`src/rtl/mss_pkg.sv`:
```
// Shared constants for the Music/Speech SOC host mailbox: register addresses,
// status/control bit positions and SOC PORT_C strobe bit positions.
package mss_pkg;

  // Host register addresses
  localparam logic ADDR_DATA = 1'b0;
  localparam logic ADDR_STAT = 1'b1;

  // Status register bits
  localparam int unsigned ST_FULL    = 0;
  localparam int unsigned ST_EMPTY   = 1;
  localparam int unsigned ST_RVALID  = 2;
  localparam int unsigned ST_OVF     = 3;
  localparam int unsigned ST_CNT_LSB = 4;
  localparam int unsigned ST_IRQEN   = 7;

  // Control register bits
  localparam int unsigned CT_IRQEN = 0;
  localparam int unsigned CT_FLUSH = 7;

  // SOC PORT_C strobe bits
  localparam int unsigned PC_POP   = 0;
  localparam int unsigned PC_RLOAD = 1;

  function automatic logic [7:0] pack_status(input logic       full,
                                             input logic       empty,
                                             input logic       rvalid,
                                             input logic       ovf,
                                             input logic [2:0] cnt,
                                             input logic       irq_en);
    logic [7:0] s;
    s                    = '0;
    s[ST_FULL]           = full;
    s[ST_EMPTY]          = empty;
    s[ST_RVALID]         = rvalid;
    s[ST_OVF]            = ovf;
    s[ST_CNT_LSB +: 3]   = cnt;
    s[ST_IRQEN]          = irq_en;
    return s;
  endfunction

endpackage

```
`src/rtl/mss_cmd_fifo.sv`:
```
// Command FIFO feeding the SOC: push/pop/flush with registered head byte and
// empty flag. A pop on a full FIFO makes room for a same-cycle push.
module mss_cmd_fifo #(
  parameter int unsigned FIFO_DEPTH = 4
) (
  input  logic                        clk,
  input  logic                        rst,
  input  logic                        push,
  input  logic                        pop,
  input  logic                        flush,
  input  logic [7:0]                  din,
  output logic [7:0]                  head,
  output logic [$clog2(FIFO_DEPTH):0] count,
  output logic                        full,
  output logic                        empty,
  output logic                        dropped
);

  localparam int unsigned AW = $clog2(FIFO_DEPTH);
  localparam int unsigned CW = AW + 1;

  logic [7:0]    mem_q [FIFO_DEPTH];
  logic [AW-1:0] rd_ptr_q, rd_ptr_d;
  logic [AW-1:0] wr_ptr_q, wr_ptr_d;
  logic [CW-1:0] count_q, count_d;
  logic [7:0]    head_q, head_d;
  logic          empty_q;
  logic          do_push, do_pop;

  assign full  = (count_q == CW'(FIFO_DEPTH));
  assign empty = empty_q;
  assign count = count_q;
  assign head  = head_q;

  always_comb begin
    do_pop   = pop && (count_q != '0);
    do_push  = push && (!full || do_pop);
    dropped  = push && !do_push && !flush;
    rd_ptr_d = rd_ptr_q;
    wr_ptr_d = wr_ptr_q;
    count_d  = count_q;
    if (flush) begin
      rd_ptr_d = '0;
      wr_ptr_d = '0;
      count_d  = '0;
    end else begin
      if (do_pop)  rd_ptr_d = rd_ptr_q + AW'(1);
      if (do_push) wr_ptr_d = wr_ptr_q + AW'(1);
      case ({do_push, do_pop})
        2'b10:   count_d = count_q + CW'(1);
        2'b01:   count_d = count_q - CW'(1);
        default: count_d = count_q;
      endcase
    end
    // A lone entry that was pushed this cycle is not in mem_q yet.
    if (count_d == '0) begin
      head_d = '0;
    end else if (do_push && !flush && count_d == CW'(1)) begin
      head_d = din;
    end else begin
      head_d = mem_q[rd_ptr_d];
    end
  end

  always_ff @(posedge clk) begin
    if (do_push && !flush) mem_q[wr_ptr_q] <= din;
  end

  always_ff @(posedge clk) begin
    if (rst) begin
      rd_ptr_q <= '0;
      wr_ptr_q <= '0;
      count_q  <= '0;
      head_q   <= '0;
      empty_q  <= 1'b1;
    end else begin
      rd_ptr_q <= rd_ptr_d;
      wr_ptr_q <= wr_ptr_d;
      count_q  <= count_d;
      head_q   <= head_d;
      empty_q  <= (count_d == '0);
    end
  end

endmodule

```
`src/rtl/mss_host_mailbox.sv`:
```
// Host command/reply mailbox in front of the Music/Speech SOC.
// Define MSS_HOST_IRQ_EN to enable the host reply interrupt and its enable bit.
module mss_host_mailbox
  import mss_pkg::*;
#(
  parameter int unsigned FIFO_DEPTH = 4
) (
  input  logic       CLKIN,
  input  logic       RESET,
  input  logic       HOST_WR,
  input  logic       HOST_RD,
  input  logic       HOST_ADDR,
  input  logic [7:0] HOST_DIN,
  output logic [7:0] HOST_DOUT,
  input  logic [7:0] SOC_PORT_C,
  input  logic [7:0] SOC_PORT_D_OUT,
  output logic [7:0] SOC_PORT_D_IN,
  output logic       INT1_N,
  output logic       HOST_IRQ
);

  logic [1:0] pc_hist_q;
  logic       pop_edge, rload_edge;
  logic       wr_data, wr_ctrl, rd_data, flush;
  logic       ovf_q, ovf_d;
  logic       rvalid_q, rvalid_d;
  logic [7:0] reply_q, reply_d;
  logic [7:0] dout_q, dout_d;
  logic [7:0] status;
  logic       irq_en;

  logic [$clog2(FIFO_DEPTH):0] fifo_count;
  logic                        fifo_full, fifo_empty, fifo_dropped;
  logic [7:0]                  fifo_head;

  assign pop_edge   = SOC_PORT_C[PC_POP] & ~pc_hist_q[0];
  assign rload_edge = SOC_PORT_C[PC_RLOAD] & ~pc_hist_q[1];
  assign wr_data    = HOST_WR && (HOST_ADDR == ADDR_DATA);
  assign wr_ctrl    = HOST_WR && (HOST_ADDR == ADDR_STAT);
  assign rd_data    = HOST_RD && (HOST_ADDR == ADDR_DATA);
  assign flush      = wr_ctrl && HOST_DIN[CT_FLUSH];

  mss_cmd_fifo #(
    .FIFO_DEPTH(FIFO_DEPTH)
  ) u_cmd_fifo (
    .clk    (CLKIN),
    .rst    (RESET),
    .push   (wr_data),
    .pop    (pop_edge),
    .flush  (flush),
    .din    (HOST_DIN),
    .head   (fifo_head),
    .count  (fifo_count),
    .full   (fifo_full),
    .empty  (fifo_empty),
    .dropped(fifo_dropped)
  );

  assign SOC_PORT_D_IN = fifo_head;
  assign INT1_N        = fifo_empty;
  assign HOST_DOUT     = dout_q;

  assign status = pack_status(fifo_full, fifo_empty, rvalid_q, ovf_q, 3'(fifo_count), irq_en);

  always_comb begin
    ovf_d    = ovf_q;
    reply_d  = reply_q;
    rvalid_d = rvalid_q;
    dout_d   = dout_q;
    if (flush) begin
      ovf_d = 1'b0;
    end else if (fifo_dropped) begin
      ovf_d = 1'b1;
    end
    if (rload_edge) reply_d = SOC_PORT_D_OUT;
    // A reply load beats a same-cycle host read; the read still sees the old byte.
    if (flush) begin
      rvalid_d = 1'b0;
    end else if (rload_edge) begin
      rvalid_d = 1'b1;
    end else if (rd_data) begin
      rvalid_d = 1'b0;
    end
    if (HOST_RD) dout_d = (HOST_ADDR == ADDR_DATA) ? reply_q : status;
  end

  always_ff @(posedge CLKIN) begin
    if (RESET) begin
      pc_hist_q <= 2'b11;
      ovf_q     <= 1'b0;
      reply_q   <= '0;
      rvalid_q  <= 1'b0;
      dout_q    <= '0;
    end else begin
      pc_hist_q <= {SOC_PORT_C[PC_RLOAD], SOC_PORT_C[PC_POP]};
      ovf_q     <= ovf_d;
      reply_q   <= reply_d;
      rvalid_q  <= rvalid_d;
      dout_q    <= dout_d;
    end
  end

`ifdef MSS_HOST_IRQ_EN
  logic irq_en_q, irq_q;

  assign irq_en   = irq_en_q;
  assign HOST_IRQ = irq_q;

  always_ff @(posedge CLKIN) begin
    if (RESET) begin
      irq_en_q <= 1'b0;
      irq_q    <= 1'b0;
    end else begin
      if (wr_ctrl) irq_en_q <= HOST_DIN[CT_IRQEN];
      irq_q <= rvalid_q & irq_en_q;
    end
  end

  logic unused_in;
  assign unused_in = ^{SOC_PORT_C[7:2], HOST_DIN[6:1]};
`else
  assign irq_en   = 1'b0;
  assign HOST_IRQ = 1'b0;

  logic unused_in;
  assign unused_in = ^{SOC_PORT_C[7:2], HOST_DIN[6:0]};
`endif

endmodule
```
`config.mk`:
```
export PLATFORM = sky130hd
export DESIGN_NAME = mss_host_mailbox
export DESIGN_NICKNAME = d
export VERILOG_FILES = /design/src/rtl/mss_pkg.sv /design/src/rtl/mss_cmd_fifo.sv /design/src/rtl/mss_host_mailbox.sv
export SDC_FILE = /design/constraint.sdc
export NUM_CORES = 1
export LEC_CHECK = 0
export CAP_MARGIN = 10
export CORE_ASPECT_RATIO = 0.75
export CORE_UTILIZATION = 45
export DETAILED_ROUTE_END_ITERATION = 7
export PLACE_DENSITY = 0.77
export SYNTH_ARGS = -nofsm -noshare
export SYNTH_HDL_FRONTEND = slang
export SYNTH_HIERARCHICAL = 1
export SYNTH_SLANG_ARGS = --single-unit
```
`constraint.sdc`:
```
create_clock -name CLKIN -period 3.87 [get_ports CLKIN]
set_input_delay 0.9675 -clock CLKIN [delete_from_list [all_inputs] [get_ports CLKIN]]
set_output_delay 0.9675 -clock CLKIN [all_outputs]
set_load 0.01 [all_outputs]
```
==> impl_summary.md <==
Timing
The highest clock frequency the design can meet is 295 MHz. The worst pin sits at a relative slew slack of between 10% and 20%. Of the available clock period, the critical path in the final layout requires 87.7%. Subtracting the final worst setup slack from the clock period gives between 3 and 4 ns. At the pin with the least slew margin, the transition time is ~1.3 ns. Setup repair after global routing left no endpoint under its margin. The final number of hold-violating endpoints is 0. Between clock sinks in the finished design, the worst skew comes to 0.00579 ns.

The total setup violations reported at the end of the flow is 0. In the final timing run, aggregate negative setup slack is 0 ns. The total count of max-transition violations in the final report is 0. The worst-case setup margin in the final layout is 0.475 ns. The worst hold slack is 0.455 ns.

Min path
The type of the worst min-delay path is reg -> reg. The number of cells traversed by the worst hold path is 2. The source of the worst hold timing path is reply_q[4]. The worst hold path terminates at reply_q[4].

Outcome
The run finished with clean final reports.

Global route
The first-pass GRT wire length is approximately 13 mm. The via count of the first global-routing pass is between 2000 and 3000. The total overflow left after global routing is 0. The initial antenna violation count was 0. The total track usage is 22.3%. Entering global routing, the biggest net connects 25 pins.

Layout
At the end of the flow, the number of nets in the layout was 393. The number of diodes added for antenna fixing is 0. Cells with a size suffix above 1 make up 10.4% of the layout. The layout overhead on the synthesized area is 19.8%. Once layout is complete, the cells apart from fillers number 462.

Synthesis
Summing every instance area after synthesis gives 3290 um2. During synthesis, Yosys emitted a total of 6 warnings. The number of different library cells in the post-synthesis netlist is 48. Of all cell types, the one taking the most synthesized area is sky130_fd_sc_hd__edfxtp_1. Counting every instance in the synthesized netlist gives 326. A synthesized cell averages slightly above 10 um2. The synthesized netlist net count is 360. The most common cell in the synthesized netlist is sky130_fd_sc_hd__nor3_1. Counting flops and latches in the post-synthesis netlist gives 68. The most used flip-flop cell after synthesis is sky130_fd_sc_hd__dfxtp_1. For this run, the register share of the synthesized area comes to 51.2%. The share of the synthesized area in the top cell type is 29.2%. Counting flops with a built-in enable in the synthesized netlist gives 32.

Ranked by total cell area, the synthesized netlist is headed by sky130_fd_sc_hd__edfxtp_1 29%, sky130_fd_sc_hd__dfxtp_1 22%, sky130_fd_sc_hd__nor3_1 6.4%. For this run, asynchronously set or reset flops after synthesis account for 0%. Sorting the synthesized cells by how often they occur yields 42 x sky130_fd_sc_hd__nor3_1, 36 x sky130_fd_sc_hd__dfxtp_1, 32 x sky130_fd_sc_hd__edfxtp_1.

Drt
The total routed wirelength is 8.08 mm. After detailed routing, the wire length on met1 is about 3.4 mm. Summed over all nets, wire length on met2 after detailed routing comes to 3.87 mm. The first routing iteration left 182 violations. Across all layers, the routed design uses 2767 vias.

Dividing the detail-routed wire length by the instance count gives 17.5 um. After detailed routing, the number of vias per cell comes to 5.99. The first-pass iteration count of the detailed router is 6. The number of DRC violations after detailed routing is 0. The top routing layer in use is met4. The number of nets still failing antenna checks after routing is 0. The routed design uses roughly 630 um of met3 wire.

Pwr
The leakage power is 1.33 nW. The worst-case IR drop observed on VDD is ~0.00022 V. In this run the power density over the cells is 396 nW/um2.

Critical path
The launching element type of the critical path is a primary input. Counting cells, the worst reg-to-reg path comes to 9. The startpoint identified for the worst register-to-register timing path is u_cmd_fifo/count[0]. STA classifies the critical path endpoint as a flop. The register-to-register setup slack is between 1 and 1.5 ns.

The highest net fanout along the worst path is 8. Data on the critical path is required at its endpoint by a little over 4 ns. The arrival time at the worst endpoint is 3.63 ns. The capturing point of the worst reg2reg path is u_cmd_fifo/head[4]. The critical path is of the in -> reg type.

CTS
The number of hold buffers added after CTS is 0. TritonCTS built the clock tree. The clock latency of the later-clocked register in the worst-skew pair is about 0.35 ns.

The maximum level of the CTS H-tree is 3. After clock tree synthesis, the clock-pin slew on the worst setup and hold paths is 0.07 ns. Buffers added to address setup during post-CTS repair amount to 0.

The quantity of gates resized following cts is 0. The maximum clock path buffer count is 2. Clock tree synthesis found a total of 68 sinks. Clock tree synthesis selected as its root buffer the cell sky130_fd_sc_hd__clkbuf_8. The total clock buffers created by CTS is 9.

Die
The die is 76 um tall. The placeable core region is 6930 um2. The floorplan step set the die width to ~100 um.

The die covers 7650 um2. The initial cell density of the core is 47.4%. The I/O pin count is 47. Row generation in the floorplan step produced 26 rows.

Placed design
Prior to clock tree synthesis, the placed netlist has a worst setup slack of 0.172 ns. The cell total after placement is 446. The routability congestion estimate from global placement is 0.833. The placed wire-length estimate after detailed placement is 5.36 mm. During placement, the flow inserted port buffers numbering 39.

Run
The number of max-capacitance violations reported is 0.
-- per-stage QoR --
step	power (mW)	utilization, %	instance area [um2]
floorplan	0.869	-	3290
global placement	0.923	53.6	3710
detailed placement	0.929	53.6	3710
CTS	1.57	56.8	3940
global route	1.62	56.8	3940
finish	1.56	56.8	3940
-- layer usage --
metal | GRT usage (%) | vias to the layer above
met2 | 35.5 | 136
met3 | 6.70 | 32
met4 | 9.28 | 0
met1 | 28.1 | 1315
met5 | 0 | -
li1 | - | 1284
-- report_power, final --
group	internal (mW)	switching, mW	leakage [nW]
sequential	0.772	0.0129	0.584
combinational	0.0623	0.0672	0.633
clock	0.367	0.278	0.110
-- state kept, by name, summed over array words and instances (netlist names), 2 cells and up --
name                 cells
u_cmd_fifo/mem_q        32
HOST_DOUT                8
reply_q                  8
u_cmd_fifo/head          8
u_cmd_fifo/count         3
pc_hist_q                2
u_cmd_fifo/rd_ptr_q      2
u_cmd_fifo/wr_ptr_q      2
-- area by class of cell --
type / instances / area (um2)
repair buffers: 50 / 473
well taps: 98 / 123
clock inverters: 7 / 98.8
multi-input cells: 227 / 1420
flip-flops and latches: 68 / 1680
clock buffers: 9 / 124
inverters: 3 / 11.3
fillers: 570 / 2990
-- how the worst max path moves through the flow --
| stage | cells after the start | to | from | slack (ns) |
|---|---|---|---|---|
| after CTS | 10 | u_cmd_fifo/head[4] | SOC_PORT_C[0] | 0.53 |
| after floorplan | 12 | u_cmd_fifo/head[0] | SOC_PORT_C[0] | 0.48 |
| after detailed placement | 10 | u_cmd_fifo/head[4] | SOC_PORT_C[0] | 0.17 |
| final | 10 | u_cmd_fifo/head[4] | SOC_PORT_C[0] | 0.48 |
| after global routing | 10 | u_cmd_fifo/head[4] | SOC_PORT_C[0] | 0.31 |
| after global placement | 10 | u_cmd_fifo/head[4] | SOC_PORT_C[0] | 0.21 |
-- critical path: stages --
cell                              delay (ns)
sky130_fd_sc_hd__clkdlybuf4s50_1        0.46
sky130_fd_sc_hd__nor2b_1                0.25
sky130_fd_sc_hd__o31ai_4                0.11
sky130_fd_sc_hd__nor2_1                 0.12
sky130_fd_sc_hd__fa_1                   0.24
sky130_fd_sc_hd__or4b_1                 0.13
sky130_fd_sc_hd__o21ai_0                0.07
sky130_fd_sc_hd__a311o_1                0.39
sky130_fd_sc_hd__or3_1                  0.54
sky130_fd_sc_hd__a211oi_1               0.35
-- cell families after synthesis --
group	Yosys count	synth area share (%)
buffers and inverters	31	5.48
adders and majority gates	5	2.13
and+or+nand+nor	137	20.5
other	1	0.114
muxes	7	2.13
xor gates and xnor gates	5	1.33
AOI/OAI and AO/OA	72	17.1
DFF	68	51.2
-- cell usage in the layout, fill, tap and decap left out, types with 2 or more instances in the layout --
| master | instances |
|---|---|
| sky130_fd_sc_hd__nor3_1 | 42 |
| sky130_fd_sc_hd__clkdlybuf4s50_1 | 39 |
| sky130_fd_sc_hd__dfxtp_1 | 36 |
| sky130_fd_sc_hd__edfxtp_1 | 32 |
| sky130_fd_sc_hd__nand2_1 | 30 |
| sky130_fd_sc_hd__nor2_1 | 26 |
| sky130_fd_sc_hd__a211oi_1 | 15 |
| sky130_fd_sc_hd__a21oi_1 | 11 |
| sky130_fd_sc_hd__buf_4 | 11 |
| sky130_fd_sc_hd__o21ai_0 | 11 |
| sky130_fd_sc_hd__clkbuf_8 | 9 |
| sky130_fd_sc_hd__and2_1 | 8 |
| sky130_fd_sc_hd__o41ai_1 | 8 |
| sky130_fd_sc_hd__o32ai_1 | 8 |
| sky130_fd_sc_hd__o2111ai_1 | 8 |
| sky130_fd_sc_hd__nor4_1 | 8 |
| sky130_fd_sc_hd__mux2i_1 | 7 |
| sky130_fd_sc_hd__nand2b_1 | 5 |
| sky130_fd_sc_hd__or2_2 | 4 |
| sky130_fd_sc_hd__nand3_1 | 4 |
| sky130_fd_sc_hd__ha_1 | 4 |
| sky130_fd_sc_hd__inv_1 | 3 |
| sky130_fd_sc_hd__xnor2_1 | 3 |
| sky130_fd_sc_hd__nor2b_1 | 2 |
| sky130_fd_sc_hd__bufinv_16 | 2 |
| sky130_fd_sc_hd__inv_6 | 2 |
| sky130_fd_sc_hd__or4b_1 | 2 |
| sky130_fd_sc_hd__xor2_1 | 2 |
No activity file was read; power rests on OpenSTA's default activity.
